<file path="src/rtl/uabc_ascii_pkg.sv">
// Shared UABC ASCII definitions: receiver state encoding and the symbol <-> ASCII mapping
// used by both the transmitter and receiver tiles.
package uabc_ascii_pkg;

  localparam int unsigned SYM_W      = 4;
  localparam int unsigned LETTER_CNT = 6;
  localparam logic [7:0]  ASCII_A    = 8'h41;
  localparam logic [7:0]  ASCII_0    = 8'h30;

  typedef enum logic [1:0] {
    HUNT   = 2'd0,
    CHECK  = 2'd1,
    LOCKED = 2'd2
  } state_t;

  typedef struct packed {
    logic             valid;
    logic [SYM_W-1:0] idx;
  } sym_t;

  // Symbols 0..5 map to 'A'..'F', 6..15 map to '0'..'9'.
  function automatic logic [7:0] sym_to_ascii(input logic [SYM_W-1:0] sym);
    if (sym < SYM_W'(LETTER_CNT)) return ASCII_A + 8'(sym);
    else                          return ASCII_0 + 8'(sym - SYM_W'(LETTER_CNT));
  endfunction

  function automatic sym_t ascii_to_sym(input logic [7:0] ch);
    sym_t s;
    s = '0;
    if (ch >= ASCII_A && ch < ASCII_A + 8'(LETTER_CNT)) begin
      s.valid = 1'b1;
      s.idx   = SYM_W'(ch - ASCII_A);
    end else if (ch >= ASCII_0 && ch <= ASCII_0 + 8'd9) begin
      s.valid = 1'b1;
      s.idx   = SYM_W'(ch - ASCII_0) + SYM_W'(LETTER_CNT);
    end
    return s;
  endfunction

endpackage

</file>
<file path="src/rtl/uabc_ascii_decode.sv">
// Combinational ASCII byte to UABC symbol decoder; anything outside 'A'..'F','0'..'9' is invalid.
module uabc_ascii_decode
  import uabc_ascii_pkg::*;
(
  input  logic [7:0] ch,
  output sym_t       sym_c
);

  assign sym_c = ascii_to_sym(ch);

endmodule

</file>
<file path="src/rtl/tt_um_uabc_ascii_rx.sv">
// UABC ASCII receiver tile: strobe sync, symbol decode, sequence lock FSM and error counting.
// Optional LOCKED idle timeout is built when UABC_RX_TIMEOUT_EN is defined.
module tt_um_uabc_ascii_rx
  import uabc_ascii_pkg::*;
#(
  parameter int unsigned LOCK_CNT = 4,
  parameter int unsigned ERR_W    = 5
`ifdef UABC_RX_TIMEOUT_EN
  , parameter int unsigned TIMEOUT_CYCLES = 50_000_000
`endif
) (
  input  logic [7:0] ui_in,
  output logic [7:0] uo_out,
  input  logic [7:0] uio_in,
  output logic [7:0] uio_out,
  output logic [7:0] uio_oe,
  input  logic       ena,
  input  logic       clk,
  input  logic       rst_n
);

  localparam int unsigned RUN_W = 4;

  logic s1, s2, s3, c1, c2;
  logic strobe_edge, clr;
  logic cap_vld;
  logic [7:0] cap_byte;
  sym_t sym_c;

  state_t state, state_nx;
  logic [SYM_W-1:0] prev, prev_nx, idx, idx_nx;
  logic [RUN_W-1:0] run, run_nx, run_inc;
  logic [ERR_W-1:0] err;
  logic vld, vld_nx, bad, seq, tmo;
  logic bad_set, seq_set, tmo_set, err_inc;
  logic ev_ok, ev_bad, in_seq, tmo_fire;

  logic unused_ok;
  assign unused_ok = &{1'b0, ena, uio_in[7:2]};

  // Strobe and clear synchronisers; s3 delays s2 for rising-edge detect.
  always_ff @(posedge clk or negedge rst_n) begin
    if (!rst_n) begin
      {s1, s2, s3} <= 3'b000;
      {c1, c2}     <= 2'b00;
    end else begin
      {s1, s2, s3} <= {uio_in[0], s1, s2};
      {c1, c2}     <= {uio_in[1], c1};
    end
  end

  assign strobe_edge = s2 & ~s3;
  assign clr         = c2;

  always_ff @(posedge clk or negedge rst_n) begin
    if (!rst_n) begin
      cap_vld  <= 1'b0;
      cap_byte <= 8'h00;
    end else begin
      cap_vld <= strobe_edge;
      if (strobe_edge) cap_byte <= ui_in;
    end
  end

  uabc_ascii_decode u_decode (
    .ch    (cap_byte),
    .sym_c (sym_c)
  );

  assign ev_ok   = cap_vld &  sym_c.valid;
  assign ev_bad  = cap_vld & ~sym_c.valid;
  assign in_seq  = (sym_c.idx == prev + SYM_W'(1));
  assign run_inc = run + RUN_W'(1);

`ifdef UABC_RX_TIMEOUT_EN
  localparam int unsigned TMO_W = $clog2(TIMEOUT_CYCLES + 1);
  logic [TMO_W-1:0] tmo_cnt;
  logic tmo_hit;

  // Idle-cycle counter, only runs while LOCKED and restarts on every strobe edge.
  always_ff @(posedge clk or negedge rst_n) begin
    if (!rst_n)                                tmo_cnt <= '0;
    else if (strobe_edge || state != LOCKED)   tmo_cnt <= '0;
    else if (!tmo_hit)                         tmo_cnt <= tmo_cnt + TMO_W'(1);
  end

  assign tmo_hit  = (state == LOCKED) && (tmo_cnt == TMO_W'(TIMEOUT_CYCLES - 1));
  assign tmo_fire = tmo_hit & ~strobe_edge & ~cap_vld;
`else
  assign tmo_fire = 1'b0;
`endif

  always_ff @(posedge clk or negedge rst_n) begin
    if (!rst_n) state <= HUNT;
    else        state <= state_nx;
  end

  always_comb begin
    state_nx = state;
    unique case (state)
      HUNT:    if (ev_ok) state_nx = CHECK;
      CHECK:   if (ev_bad)                                               state_nx = HUNT;
               else if (ev_ok && in_seq && run_inc == RUN_W'(LOCK_CNT))  state_nx = LOCKED;
      LOCKED:  if (ev_bad)                 state_nx = HUNT;
               else if (ev_ok && !in_seq)  state_nx = CHECK;
               else if (tmo_fire)          state_nx = HUNT;
      default: state_nx = HUNT;
    endcase
  end

  always_comb begin
    prev_nx = prev;
    run_nx  = run;
    idx_nx  = idx;
    vld_nx  = ev_ok;
    bad_set = ev_bad;
    seq_set = 1'b0;
    tmo_set = 1'b0;
    if (ev_ok) begin
      idx_nx  = sym_c.idx;
      prev_nx = sym_c.idx;
    end
    unique case (state)
      HUNT:    if (ev_ok) run_nx = RUN_W'(1);
      CHECK:   if (ev_ok) run_nx = in_seq ? run_inc : RUN_W'(1);
      LOCKED:  if (ev_ok && !in_seq) begin
                 seq_set = 1'b1;
                 run_nx  = RUN_W'(1);
               end else if (tmo_fire) begin
                 tmo_set = 1'b1;
               end
      default: ;
    endcase
    err_inc = bad_set | seq_set | tmo_set;
  end

  // Clear has priority over any same-cycle flag set or count increment.
  always_ff @(posedge clk or negedge rst_n) begin
    if (!rst_n) begin
      prev <= '0;
      run  <= '0;
      idx  <= '0;
      vld  <= 1'b0;
      bad  <= 1'b0;
      seq  <= 1'b0;
      tmo  <= 1'b0;
      err  <= '0;
    end else begin
      prev <= prev_nx;
      run  <= run_nx;
      idx  <= idx_nx;
      vld  <= vld_nx;
      if (clr) begin
        bad <= 1'b0;
        seq <= 1'b0;
        tmo <= 1'b0;
        err <= '0;
      end else begin
        if (bad_set) bad <= 1'b1;
        if (seq_set) seq <= 1'b1;
        if (tmo_set) tmo <= 1'b1;
        if (err_inc && err != '1) err <= err + ERR_W'(1);
      end
    end
  end

  assign uo_out  = {(state == LOCKED), seq, bad, vld, idx};
  assign uio_out = {tmo, 5'(err), 2'b00};
  assign uio_oe  = 8'hFC;

endmodule

</file>
<file path="config.mk">
export PLATFORM = sky130hd
export DESIGN_NAME = tt_um_uabc_ascii_rx
export DESIGN_NICKNAME = d
export VERILOG_FILES = /design/src/rtl/uabc_ascii_pkg.sv /design/src/rtl/uabc_ascii_decode.sv /design/src/rtl/tt_um_uabc_ascii_rx.sv
export SDC_FILE = /design/constraint.sdc
export NUM_CORES = 1
export LEC_CHECK = 0
export BUFFER_PORTS_ARGS = -buffer_cell sky130_fd_sc_hd__buf_2
export CORE_UTILIZATION = 25
export CTS_CLUSTER_SIZE = 8
export DETAILED_ROUTE_END_ITERATION = 12
export PLACE_DENSITY = 0.46
export RECOVER_POWER = 100
export SLEW_MARGIN = 20
export SYNTH_ARGS = -nofsm -noshare
export SYNTH_HDL_FRONTEND = slang
export SYNTH_SLANG_ARGS = --single-unit
</file>
<file path="constraint.sdc">
create_clock -name clk -period 10.45 [get_ports clk]
set_clock_uncertainty 0.2 [all_clocks]
set_input_delay 1.5675 -clock clk [delete_from_list [all_inputs] [get_ports clk]]
set_output_delay 1.5675 -clock clk [all_outputs]
set_load 0.1 [all_outputs]
</file>
==> results.ini <==
[clock_network]
clockBufferDepth = 2
clk_pin_slew_ns = 0.07
clock_latency_ns = 0.29
postCtsHoldBufs = 0
cts.sink_count = 32
htree_levels = 2
cts_resized = 0
postCtsSetupRepairBufs = 0
cts_tree = yes
cts_root_buf = clkbuf_8
numCtsBuffers = 5

[setup_path]
worstPathArrival_ns = 4.50
reg2reg_to = err[1]
crit_fanout = 10
rrSetupSlack_ns = 5.94
crit_type = flip-flop to flip-flop
crit_start = cap_byte[0]
start_kind = flip-flop
cp.required_ns = 10.44
worst_setup_path_end_kind = flip-flop
r2r_cells = 10
crit_end = err[1]
r2r_start = cap_byte[0]

[floorplan]
boundaryPins = 43
dieArea_sq_um = 8270
initial_core_util_pct = 25.7
rows = 32
fp.dieW_microns = 91.0
core-area_sq_um = 7690
die_h_microns = 91.0

[layout]
mostFrequentLayoutCells = dfrtp_1 (32), nand2_1 (20), nor2_1 (17), clkbuf_1 (14)
regArea_sq_um = 801
antenna_cells = 0
final_common_cell = dfrtp_1
fillers = 871
drive_gt1_share_pct = 12.3
fin_cells = 330
nets = 256
multiInputGateArea_sq_um = 1000
area_growth_pct = 9.30

[job]
drv_cap = 1

[timing]
tns_ns = 0
min_period_over_period_pct = 43.1
rsz0062_at_grt = false
drv_slew = 33
max_freq_ghz = 0.222
hold_ws_ns = 0.150
setup_slack_ns = 5.94
relSlewSlack_pct = -19.7
worstMarginPinSlew_ns = 1.80
hold_viol = 0
timing.final.crit_period_ns = 4.51
finalSetupViolations = 0

[synthesis]
synth_ff_type = dfrtp_1
synth.avg_cell_area_sq_um = 9.70
ys.warnings.count = 0
ys_ff_latch = 32
syn_inst = 204
async_flop_share_pct = 100
ys_seq_area_share_pct = 40.5
syn_area_sq_um = 1980
netlist-cell-type-count = 55
synth_edf_count = 0

[placed_design]
place_ws_ns = 6.66
gp_congestion = 0.787
dp_cells = 322
dp.final_hpwl_microns = 3070
numPortBuffers = 24

[global_route]
track_usage_pct = 11.0
grt_pass1_vias = 1484
grt_max_degree = 33
grt_pass1_wl_microns = 7280
antenna_found_initial = 0
grt_overflow = 0

[worst_hold_path]
hold_path_class = flip-flop to flip-flop

[routing]
vias = 1543
drtIter0Drc = 92
vias_per_cell = 4.68
wl_per_cell_microns = 12.7
firstDrtPassIters = 4
drt.antenna.violating_nets = 0
totalWireLength_microns = 4210
drc = 0

[status]
violations = max-capacitance violations, max-slew violations
status = finished, violations left

[power]
peakVddDrop_mv = 0.0688
p_per_area_nw_per_um2 = 207
leakagePower_nw = 0.947

synth_stat cells (2+ instances only):
cell | count | area [sq um]
nor3b_1 | 4 | 30.0
o21ai_1 | 4 | 20.0
o21ai_0 | 9 | 45.0
o31ai_1 | 4 | 30.0
o22ai_1 | 2 | 12.5
xnor2_1 | 2 | 17.5
dfrtp_1 | 32 | 801
inv_1 | 11 | 41.3
conb_1 | 2 | 7.51
o21a_1 | 3 | 22.5
a211oi_2 | 2 | 25.0
nor2_1 | 17 | 63.8
o311a_1 | 2 | 20.0
and3_1 | 2 | 12.5
o21ba_1 | 3 | 30.0
a31oi_1 | 3 | 18.8
nand3_1 | 6 | 30.0
or4_1 | 3 | 22.5
a21oi_1 | 7 | 35.0
ha_1 | 10 | 125
mux2_2 | 4 | 45.0
o211ai_1 | 3 | 22.5
nor2b_1 | 2 | 12.5
nand2_1 | 20 | 75.1
o32a_1 | 3 | 30.0
nand2b_1 | 2 | 12.5
buf_4 | 14 | 105
worst max-delay path: stages, from the launching register on:
cell and delay, ns:
dfrtp_1 0.49, inv_1 0.20, ha_1 0.27, nor3b_1 0.16, or4_1 0.62, o32a_1 0.41, a2111oi_0 0.43, a211oi_1 0.18
nor4_1 1.08, nor3b_1 0.12, o21ba_1 0.23
worst min path at each step:
stage	start	end	cells after the start	slack, ns
after global placement	c1	c2	0	0.13
after CTS	s1	s2	0	0.15
after floorplan	c1	c2	0	0.13
final	s1	s2	0	0.15
after detailed placement	s1	s2	0	0.13
after global routing	c1	c2	0	0.17
power by group:
group          switching (W)  total [W]  internal (W)
registers          0.0000228   0.000162      0.000140
clock network      0.0000496  0.0000960     0.0000464
logic               0.000145   0.000189     0.0000449
total               0.000217   0.000448      0.000231
metal layers:
layer / track usage, % / up-vias / share of wire, %
li1: - / 762 / -
met1: 15.2 / 741 / 52
met2: 16.6 / 33 / 42
met3: 2.01 / 7 / 4.0
met4: 5.16 / 0 / 1.6
met5: 0 / - / 0
layout make-up:
cell class	instances	area share [%]
Clock inverter	3	0.868
Timing Repair Buffer	24	4.75
Multi-Input combinational cell	153	46.4
Inverter	11	1.91
Tap cell	102	5.90
Sequential cell	32	37.0
Clock buffer	5	3.18
sequential cells by signal, indices dropped and copies added (netlist names), 2 cells and up:
name,cells
cap_byte,8
idx,4
run,4
err,5
state,2
cells by family after synthesis:
group	share of synthesized area [%]
AND/OR/NAND/NOR	17.9
XOR/XNOR	1.33
buffers and inverters	8.35
multiplexers	2.78
adder cells (fa/ha/maj)	6.33
other	0.380
flip-flops	40.5
AO/OA/AOI/OAI	22.5
per-stage QoR:
stage                     instance area, sq um  total power [W]  util (%)
after floorplan                           2010         0.000336         -
after global placement                    2140         0.000369      27.8
after detailed placement                  2140         0.000371      27.8
after CTS                                 2220         0.000469      28.9
after global routing                      2160         0.000475      28.1
final                                     2160         0.000448      28.1
No activity file was read; power rests on OpenSTA's default activity.
